<file path="src/rtl/nv_nvdla_nocif_dram_wr_resp.sv">
// AXI write-channel responder: queues AW bursts, writes each W beat straight to a flat
// memory port and returns one in-order B response per completed burst.
module nv_nvdla_nocif_dram_wr_resp #(
    parameter int unsigned ADDR_W   = 64,
    parameter int unsigned DATA_W   = 512,
    parameter int unsigned AW_DEPTH = 4,
    parameter int unsigned B_DEPTH  = 4
) (
    input  logic                  nvdla_core_clk,
    input  logic                  nvdla_core_rstn,
    input  logic                  mcif2noc_axi_aw_awvalid,
    output logic                  mcif2noc_axi_aw_awready,
    input  logic [7:0]            mcif2noc_axi_aw_awid,
    input  logic [3:0]            mcif2noc_axi_aw_awlen,
    input  logic [ADDR_W-1:0]     mcif2noc_axi_aw_awaddr,
    input  logic                  mcif2noc_axi_w_wvalid,
    output logic                  mcif2noc_axi_w_wready,
    input  logic [DATA_W-1:0]     mcif2noc_axi_w_wdata,
    input  logic [DATA_W/8-1:0]   mcif2noc_axi_w_wstrb,
    input  logic                  mcif2noc_axi_w_wlast,
    output logic                  noc2mcif_axi_b_bvalid,
    input  logic                  noc2mcif_axi_b_bready,
    output logic [7:0]            noc2mcif_axi_b_bid,
    output logic                  mem_we,
    output logic [ADDR_W-1:0]     mem_addr,
    output logic [DATA_W-1:0]     mem_wdata,
    output logic [DATA_W/8-1:0]   mem_wstrb,
    output logic                  wlast_err,
    output logic [7:0]            aw_os_cnt
);
    localparam int unsigned STRB_W = DATA_W / 8;
    localparam int unsigned AW_PW  = $clog2(AW_DEPTH);
    localparam int unsigned B_PW   = $clog2(B_DEPTH);
    localparam int unsigned AW_CW  = AW_PW + 1;
    localparam int unsigned B_CW   = B_PW + 1;
    localparam logic [ADDR_W-1:0] BEAT_BYTES = ADDR_W'(STRB_W);

    typedef enum logic {StIdle, StData} state_e;

    state_e             state_q, state_d;
    logic [ADDR_W-1:0]  cur_addr_q, cur_addr_d;
    logic [3:0]         beat_cnt_q, beat_cnt_d;
    logic               err_q, err_set;
    logic               rdy_q;

    logic [7:0]         aw_id_mem   [AW_DEPTH];
    logic [3:0]         aw_len_mem  [AW_DEPTH];
    logic [ADDR_W-1:0]  aw_addr_mem [AW_DEPTH];
    logic [AW_PW-1:0]   aw_wptr_q, aw_rptr_q;
    logic [AW_CW-1:0]   aw_cnt_q;
    logic [7:0]         b_id_mem [B_DEPTH];
    logic [B_PW-1:0]    b_wptr_q, b_rptr_q;
    logic [B_CW-1:0]    b_cnt_q;

    logic aw_push, burst_end, b_pop, wready, beat_acc, len_hit;
    logic [8:0] os_sum;

    // AW acceptance is held off until the first edge after reset release
    assign mcif2noc_axi_aw_awready = rdy_q && (aw_cnt_q != AW_CW'(AW_DEPTH));
    assign aw_push = mcif2noc_axi_aw_awvalid && mcif2noc_axi_aw_awready;
    assign noc2mcif_axi_b_bvalid = (b_cnt_q != '0);
    assign b_pop = noc2mcif_axi_b_bvalid && noc2mcif_axi_b_bready;
    assign noc2mcif_axi_b_bid = noc2mcif_axi_b_bvalid ? b_id_mem[b_rptr_q] : 8'h00;
    assign mcif2noc_axi_w_wready = wready;
    assign mem_we = beat_acc;
    assign mem_addr = beat_acc ? cur_addr_q : '0;
    assign mem_wdata = beat_acc ? mcif2noc_axi_w_wdata : '0;
    assign mem_wstrb = beat_acc ? mcif2noc_axi_w_wstrb : '0;
    assign wlast_err = err_q;
    assign os_sum = 9'(aw_cnt_q) + 9'(b_cnt_q);
    assign aw_os_cnt = (os_sum > 9'd255) ? 8'hFF : os_sum[7:0];

    // Burst sequencing: load head AW in idle, stream beats in data, close on len or wlast
    always_comb begin
        state_d    = state_q;
        cur_addr_d = cur_addr_q;
        beat_cnt_d = beat_cnt_q;
        wready     = 1'b0;
        beat_acc   = 1'b0;
        burst_end  = 1'b0;
        err_set    = 1'b0;
        len_hit    = 1'b0;
        unique case (state_q)
            StIdle: begin
                if (aw_cnt_q != '0) begin
                    state_d    = StData;
                    cur_addr_d = aw_addr_mem[aw_rptr_q];
                    beat_cnt_d = 4'd0;
                end
            end
            StData: begin
                // Stall every beat while B is full so the closing beat always has a slot
                wready   = (b_cnt_q < B_CW'(B_DEPTH));
                beat_acc = mcif2noc_axi_w_wvalid && wready;
                if (beat_acc) begin
                    cur_addr_d = cur_addr_q + BEAT_BYTES;
                    beat_cnt_d = beat_cnt_q + 4'd1;
                    len_hit    = (beat_cnt_q == aw_len_mem[aw_rptr_q]);
                    if (len_hit || mcif2noc_axi_w_wlast) begin
                        burst_end = 1'b1;
                        state_d   = StIdle;
                    end
                    err_set = len_hit ^ mcif2noc_axi_w_wlast;
                end
            end
            default: state_d = StIdle;
        endcase
    end

    // Control state, counters and FIFO pointers
    always_ff @(posedge nvdla_core_clk or negedge nvdla_core_rstn) begin
        if (!nvdla_core_rstn) begin
            state_q    <= StIdle;
            cur_addr_q <= '0;
            beat_cnt_q <= '0;
            err_q      <= 1'b0;
            rdy_q      <= 1'b0;
            aw_wptr_q  <= '0;
            aw_rptr_q  <= '0;
            aw_cnt_q   <= '0;
            b_wptr_q   <= '0;
            b_rptr_q   <= '0;
            b_cnt_q    <= '0;
        end else begin
            state_q    <= state_d;
            cur_addr_q <= cur_addr_d;
            beat_cnt_q <= beat_cnt_d;
            err_q      <= err_q | err_set;
            rdy_q      <= 1'b1;
            if (aw_push)   aw_wptr_q <= aw_wptr_q + 1'b1;
            if (burst_end) aw_rptr_q <= aw_rptr_q + 1'b1;
            if (aw_push && !burst_end)      aw_cnt_q <= aw_cnt_q + 1'b1;
            else if (!aw_push && burst_end) aw_cnt_q <= aw_cnt_q - 1'b1;
            if (burst_end) b_wptr_q <= b_wptr_q + 1'b1;
            if (b_pop)     b_rptr_q <= b_rptr_q + 1'b1;
            if (burst_end && !b_pop)      b_cnt_q <= b_cnt_q + 1'b1;
            else if (!burst_end && b_pop) b_cnt_q <= b_cnt_q - 1'b1;
        end
    end

    // FIFO storage; contents are only observed through valid counts
    always_ff @(posedge nvdla_core_clk) begin
        if (aw_push) begin
            aw_id_mem[aw_wptr_q]   <= mcif2noc_axi_aw_awid;
            aw_len_mem[aw_wptr_q]  <= mcif2noc_axi_aw_awlen;
            aw_addr_mem[aw_wptr_q] <= mcif2noc_axi_aw_awaddr;
        end
        if (burst_end) begin
            b_id_mem[b_wptr_q] <= aw_id_mem[aw_rptr_q];
        end
    end

endmodule

</file>
<file path="config.mk">
export PLATFORM = sky130hd
export DESIGN_NAME = nv_nvdla_nocif_dram_wr_resp
export DESIGN_NICKNAME = d
export VERILOG_FILES = /design/src/rtl/nv_nvdla_nocif_dram_wr_resp.sv
export SDC_FILE = /design/constraint.sdc
export NUM_CORES = 1
export LEC_CHECK = 0
export ABC_CLOCK_PERIOD_IN_PS = 3400
export BUFFER_PORTS_ARGS = -buffer_cell sky130_fd_sc_hd__clkbuf_2
export CORE_AREA = 2 2 521 523
export DETAILED_ROUTE_END_ITERATION = 16
export DIE_AREA = 0 0 523 525
export GPL_TIMING_DRIVEN = 0
export PLACE_DENSITY = 0.3
export SLEW_MARGIN = 20
export SYNTH_ARGS = -nofsm -noshare
export SYNTH_HDL_FRONTEND = slang
export SYNTH_SLANG_ARGS = --single-unit
export TNS_END_PERCENT = 30
</file>
<file path="constraint.sdc">
create_clock -name nvdla_core_clk -period 3.4 [get_ports nvdla_core_clk]
set_input_delay 0.34 -clock nvdla_core_clk [delete_from_list [all_inputs] [get_ports nvdla_core_clk]]
set_output_delay 0.34 -clock nvdla_core_clk [all_outputs]
set_load 0.005 [all_outputs]
</file>
==> results of run 1 <==
[through the flow]
step / hold WS [ns] / util / TNS [ns] / cells
after global routing: 0.174 / 0.136 / -0.390 / 6873
after floorplan: 0.0444 / - / 0 / 1777
after detailed placement: 0.257 / 0.123 / -158.32 / 6674
after CTS: 0.126 / 0.136 / -0.141 / 6853
after global placement: 0.442 / 0.122 / -1465.89 / 6661
final: 0.170 / 0.137 / 0 / 6915
[synthesized netlist by cell type (4+ instances only)]
cell type  instances
xnor2_1           12
and3_1            21
mux2i_1            9
and2_1           646
nor4_1            13
mux4_2            84
clkbuf_1         110
nor2_1            59
a21oi_1           45
a211oi_1          16
mux2_2             5
ha_1              16
buf_1             10
a21o_1             4
nand3_1           28
o22ai_1           36
nand4_1           18
nand2_1           56
xor2_1             7
and4_1            10
o21ai_0           16
buf_4              4
dfrtp_1           85
edfxtp_1         336
or3_1              5
a311oi_1          20
nor3_1            13
a31oi_1           11
inv_1             29
a41o_1             6
buf_2              5
[cell type report]
| cell class | instances | area share |
|---|---|---|
| Sequential cell | 421 | 0.332 |
| Multi-Input combinational cell | 1195 | 0.249 |
| Timing Repair Buffer | 1412 | 0.224 |
| Tap cell | 3570 | 0.121 |
| Clock buffer | 66 | 0.0379 |
| Buffer | 128 | 0.0191 |
| Clock inverter | 32 | 0.00973 |
| Antenna cell | 60 | 0.00408 |
| Inverter | 31 | 0.00330 |
[routing by layer]
layer	global-route usage	part of all wire	wire length [um]	up-vias
met5	0	0.0020	577	-
met4	0.0722	0.042	12500	90
met3	0.101	0.12	34000	348
met2	0.335	0.46	135000	1319
met1	0.235	0.38	114000	11500
li1	-	-	-	9363
[worst reg2reg max path, cell delays in order (launching register included)]
cell	delay [ns]
dfrtp_1	0.46
nand3b_1	0.20
buf_4	0.15
clkbuf_1	0.86
nor2_4	0.19
buf_8	0.21
inv_1	0.05
ha_1	0.16
inv_1	0.06
fa_1	0.37
xor2_1	0.17
nor2_1	0.12
xor2_1	0.15
[what timing repair did]
action / 4_1_cts / 5_1_grt
cloned: 0 / 0
endpoints found under the setup margin: 667 / 129
endpoints found under the hold margin: 377 / 0
pin swaps: 0 / 1
buffers inserted: 5 / 2
hold buffers: 78 / 0
gates resized for setup: 368 / 62
[state kept, by name (all words and copies together) (netlist names)]
name / cells
state_q: 1
b_cnt_q: 3
rdy_q: 1
aw_id_mem: 32
aw_len_mem: 16
b_rptr_q: 2
aw_rptr_q: 2
wlast_err: 1
aw_addr_mem: 256
aw_cnt_q: 3
aw_wptr_q: 2
b_id_mem: 32
b_wptr_q: 2
beat_cnt_q: 4
cur_addr_q: 64
[worst paths after layout]
check                                       to  slack (ns)
worst min-delay path                     rdy_q        0.17
max in group asynchronous       cur_addr_q[20]        2.48
worst min register to register       wlast_err        0.47
min in group nvdla_core_clk       aw_wptr_q[0]        0.26
worst max-delay path            mem_wdata[293]        0.03
worst max register to register     aw_cnt_q[2]        0.17
[cell families (layout without fill, tap and decap cells)]
| kind of cell | count (synthesis) | count (layout) | synth area share |
|---|---|---|---|
| AO/OA/AOI/OAI | 169 | 169 | 0.0511 |
| XOR/XNOR | 19 | 19 | 0.00767 |
| adder cells (fa/ha/maj) | 19 | 19 | 0.0120 |
| buffers and inverters | 161 | 1669 | 0.0289 |
| flip-flops | 421 | 421 | 0.563 |
| multiplexers | 98 | 98 | 0.0940 |
| other | 2 | 65 | 0.000346 |
| AND/OR/NAND/NOR | 885 | 885 | 0.243 |
[power breakdown]
group | internal, mW | switching (mW)
Clock | 3.32 | 2.48
Combinational | 4.56 | 9.13
Sequential | 6.48 | 0.633
Total | 14.4 | 12.2
==> summary.txt, run 1 <==
Power and ir drop
  • VDD IR max: 0.000385 V
  • Tot Pwr: 26.6 mW
  • Leak Pwr: 15.3 nW
  • Power density over the cells: 723 nW/um^2

STA
  • Relative slew slack: 0.221
  • Setup Skew: 0.0479 ns
  • Min Tclk post-route: 3.37 ns
  • Final Max Slew Viols: 0
  • Period Utilization, post-route: 0.992
  • RSZ-0062 raised after global routing: true
  • Setup violators final: 0
  • Setup ws final: 0.0266 ns
  • Slew at the pin closest to its max-slew limit: 1.17 ns
  • Fin. Hold Viols: 0
  • Max Freq: 0.296 GHz

Worst setup path
  • Most used cell, CP: clkbuf_2
  • Worst path slowest cell: dfrtp_2
  • Startpoint types: flip-flop
  • Worst R2R Path Depth: 12
  • Kind of critical path: reg2out
  • CP endpoint kind: primary output
  • Critical Path Source: b_cnt_q[2]
  • CP Buf/Inv Count: 5
  • Crit path depth: 7
  • Crit path max-delay family: buffers and inverters
  • Required @ worst endpoint: 3.06 ns
  • Crit path largest cell delay: 0.47 ns
  • Crit Path Max Fanout: 11
  • RR Startpoint: state_q
  • Crit path cell chain: nand3b_1, clkinv_4, clkbuf_8, clkbuf_4, clkbuf_2, and2_1, clkbuf_2
  • Worst endpoint data arrival time: 3.03 ns

Routing
  • WL/cell: 42.8 um
  • Vias per cell: 3.27
  • Final WL: 296000 um
  • Drt drc: 0
  • Drt pass-1 iters: 5
  • Initial DRC count: 1865
  • Post-route ant nets: 0
  • Vias: 22600

Layout
  • Number of fill cells in the layout: 30700
  • Cell area after layout: 36800 um^2
  • Multi-input logic area: 9140 um^2
  • Commonest non-fill, non-tap cell in the layout: clkbuf_2
  • Most frequent cells in the layout: clkbuf_2 (1229), and2_1 (510), edfxtp_1 (336)
  • Final nets: 3918
  • FF/Latch Area: 12200 um^2
  • Area growth syn-to-layout: 69.6%
  • Share of layout cells above drive strength 1: 0.529

Placement
  • Port buffer count: 1314
  • Placed inst area: 33100 um^2
  • DP Worst Slack: -1.20 ns
  • Hpwl dp: 270000 um
  • Placer Congestion: 0.990

Logic synthesis
  • Synthesized area: 21700 um^2
  • Post-synth EDFFs: 336
  • Yosys top cell by area: edfxtp_1
  • Synth top area share: 0.465
  • Seq/Total Area, Yosys: 0.563
  • Fraction of registers with async set/reset: 0.202
  • Cells after Synth: 1774
  • Syn. warnings: 0
  • Main synth FF type: edfxtp_1
  • Post-synthesis average cell area: 12.2 um^2
  • Yosys cell types: 55
  • Top cells by area, synth: edfxtp_1 (47%), and2_1 (19%), dfrtp_1 (9.8%), mux4_2 (8.7%), clkbuf_1 (1.9%)
  • Seq cells post-synth: 421

Clock network
  • Clk pin slew, worst setup/hold paths: 0.07 ns
  • H-tree levels: 2
  • Root Buffer Master: clkbuf_16
  • Num CTS Buffers: 52
  • CTS sink count: 421
  • Worst-Skew Late Latency: 0.65 ns
  • CTS tree: done
  • Clock buffer depth: 3

Outcome
  • Status: finished clean

Floorplanning
  • CORE AREA: 269000 um^2
  • Rows: 191
  • Io pins: 1319
  • Die H: 525 um
  • Die area: 275000 um^2
  • Initial core utilization: 0.0805
  • Die width: 523 um

GRT
  • Initial antenna violation count: 188
  • Total GRT Usage: 0.207
  • Vias in the first global route: 22300
  • Pin count of the biggest net entering global routing: 67
  • Gr ovfl total: 0
  • Global-route wire length before repair: 345000 um

Run
  • Max-Cap Viols: 0

Min path
  • Hold Path Class: in2async
Note: power is estimated with default switching activity, not from simulation.
==> inputs of run 2 (changes only) <==
ABC_CLOCK_PERIOD_IN_PS = 3950   (was 3400)
CORE_AREA = 2 2 510 512   (was 2 2 521 523)
DIE_AREA = 0 0 512 514   (was 0 0 523 525)
clock period = 3.95 ns   (was 3.4 ns; I/O delays follow)
==> run 2 against run 1 <==
Net effect:
- flip-flop and latch count unchanged
- critical path depth rose by 1
- sequential share of layout area up 0.68 points
- wire length up 0.77%
- sequential power is 14% lower
- register-to-register slack better by 0.19 ns
- power down 15%
==> summary.txt, run 2 (same netlist as run 1, synthesis figures left out) <==
Floorplanning
  • Io pins: 1319 (unchanged)
  • Rows: 187 (-2.1%)
  • Die H: 514 um (-2.1%)
  • Die width: 512 um (-2.1%)
  • Die area: 263000 um^2 (-4.2%)
  • Initial core utilization: 0.0840 (+0.00351)
  • CORE AREA: 258000 um^2 (-4.2%)

GRT
  • Vias in the first global route: 21900 (-1.9%)
  • Total GRT Usage: 0.217 (+0.0102)
  • Initial antenna violation count: 170 (-9.6%)
  • Global-route wire length before repair: 346000 um (+0.22%)
  • Pin count of the biggest net entering global routing: 48 (-28%)
  • Gr ovfl total: 0 (unchanged)

Worst setup path
  • Startpoint types: flip-flop
  • Kind of critical path: reg2out
  • Required @ worst endpoint: 3.56 ns (+0.50 ns)
  • Critical Path End: mem_wdata[311]
  • Worst endpoint data arrival time: 3.51 ns (+0.48 ns)
  • CP endpoint kind: primary output
  • Critical Path Source: state_q
  • Worst R2R Path Depth: 13 (+1)
  • Worst R2R End: b_cnt_q[2]
  • Crit Path Max Fanout: 10 (-1)
  • RR Startpoint: aw_rptr_q[0]
  • R2R setup slack: 0.36 ns (+0.19 ns)

STA
  • Relative slew slack: 0.217 (-0.00365)
  • Setup violators final: 0 (unchanged)
  • Slew at the pin closest to its max-slew limit: 1.16 ns (-0.00422 ns)
  • Worst hold slack: 0.0370 ns (-0.133 ns)
  • Setup Skew: 0.0606 ns (+0.0127 ns)
  • Final Max Slew Viols: 0 (unchanged)
  • Period Utilization, post-route: 0.989
  • Fin. Hold Viols: 0 (unchanged)
  • RSZ-0062 raised after global routing: false
  • Min Tclk post-route: 3.91 ns
  • Max Freq: 0.256 GHz

Layout
  • Cell area after layout: 36100 um^2 (-2.0%)
  • Area growth syn-to-layout: 66.2%
  • Most flop-heavy register: aw_addr_mem
  • Max FFs per register: 256 (unchanged)
  • Commonest non-fill, non-tap cell in the layout: clkbuf_2
  • Final nets: 3908 (-0.26%)
  • Layout Cells excl Fill: 6816 (-1.4%)
  • Share of layout cells above drive strength 1: 0.487 (-0.0420)
  • Most frequent cells in the layout: clkbuf_2 (1299), and2_1 (613), edfxtp_1 (336)
  • Largest regs: aw_addr_mem x256, cur_addr_q x64

Routing
  • Drt pass-1 iters: 6 (+1)
  • Vias per cell: 3.40 (+3.9%)
  • Vias: 23200 (+2.4%)
  • Drt drc: 0 (unchanged)
  • WL/cell: 43.7 um (+2.2%)
  • Final WL: 298000 um (+0.77%)
  • Post-route ant nets: 0 (unchanged)
  • Initial DRC count: 2248 (+21%)

Clock network
  • Worst-Skew Late Latency: 0.65 ns (about the same)
  • Root Buffer Master: clkbuf_16
  • Num CTS Buffers: 52 (unchanged)
  • CTS sink count: 421 (unchanged)
  • CTS tree: done
  • Clock buffer depth: 3 (unchanged)
  • Clk pin slew, worst setup/hold paths: 0.06 ns (about the same)
  • H-tree levels: 2 (unchanged)

Outcome
  • Status: finished clean

Run
  • Max-Cap Viols: 0 (unchanged)

Power and ir drop
  • Leak Pwr: 15.0 nW (-2.0%)
  • VDD IR max: 0.000383 V (-0.55%)
  • Power density over the cells: 625 nW/um^2 (-14%)

Placement
  • Placed inst area: 32900 um^2 (-0.59%)
  • Hpwl dp: 272000 um (+0.66%)
  • Placed Instances: 6506 (-2.5%)
  • Port buffer count: 1314 (unchanged)
  • Placer Congestion: 1.01 (+2.1%)

Min path
  • Hold Path Class: in2reg
-- run 2: report_power, final --
part | leakage [nW] | switching (mW) | internal [mW] | total, mW
Clock | 0.862 | 2.10 | 2.98 | 5.08
Combinational | 9.96 | 7.76 | 3.60 | 11.4
Sequential | 4.15 | 0.517 | 5.58 | 6.10
-- run 2: routing by layer --
| metal | GRT usage | up-vias | routed length [um] |
|---|---|---|---|
| met1 | 0.248 | 11800 | 114000 |
| met3 | 0.129 | 324 | 41800 |
| li1 | - | 9414 | - |
| met4 | 0.0941 | 80 | 14100 |
| met5 | 0.00694 | - | 500 |
| met2 | 0.324 | 1524 | 128000 |
-- run 2: cell type report --
| type | instances | area [um^2] |
|---|---|---|
| fill | 29600 | 222000 |
| multi-input combinational | 1195 | 8970 |
| buffer | 129 | 587 |
| clock buffer | 67 | 1440 |
| sequential | 421 | 12200 |
| tap | 3402 | 4260 |
| timing repair buffer | 1401 | 7760 |
| clock inverter | 31 | 354 |
| antenna | 139 | 348 |
| inverter | 31 | 121 |
-- run 2: metrics by stage --
stage	util	power, mW	TNS, ns	worst slack (ns)
after floorplan	-	10.3	0	0.339
after detailed placement	0.128	17.5	-42.87	-1.04
after CTS	0.138	22.8	0	0.00443
final	0.140	22.5	0	0.0433
after global routing	0.139	23.5	0	0.00637
after global placement	0.126	17.4	-916.15	-2.10
-- run 2: repair_timing --
item	CTS	global route
buffers inserted	0	1
hold buffers	73	0
setup endpoints to repair	648	66
resized for setup	96	30
hold endpoints to repair	323	0
-- run 2: worst min-delay path by stage --
stage                                          start                  to  slack, ns  cells after the start
after floorplan                      nvdla_core_rstn         aw_cnt_q[0]        0.1                      0
after global placement                     wlast_err           wlast_err       0.45                      1
after detailed placement             nvdla_core_rstn       cur_addr_q[4]       0.39                      1
after CTS                 mcif2noc_axi_aw_awaddr[31]  aw_addr_mem[1][31]      0.005                      1
after global routing       mcif2noc_axi_aw_awaddr[0]   aw_addr_mem[3][0]       0.02                      1
final                      mcif2noc_axi_aw_awaddr[0]   aw_addr_mem[2][0]       0.04                      1
-- run 2: critical path, stage by stage (launching register included) --
cell and delay (ns):
dfrtp_1 0.33, clkbuf_1 0.25, nand3b_1 0.23, clkinv_4 0.20, clkbuf_8 0.25, clkbuf_2 0.35
clkbuf_1 0.35, and2_1 0.62, clkbuf_2 0.23
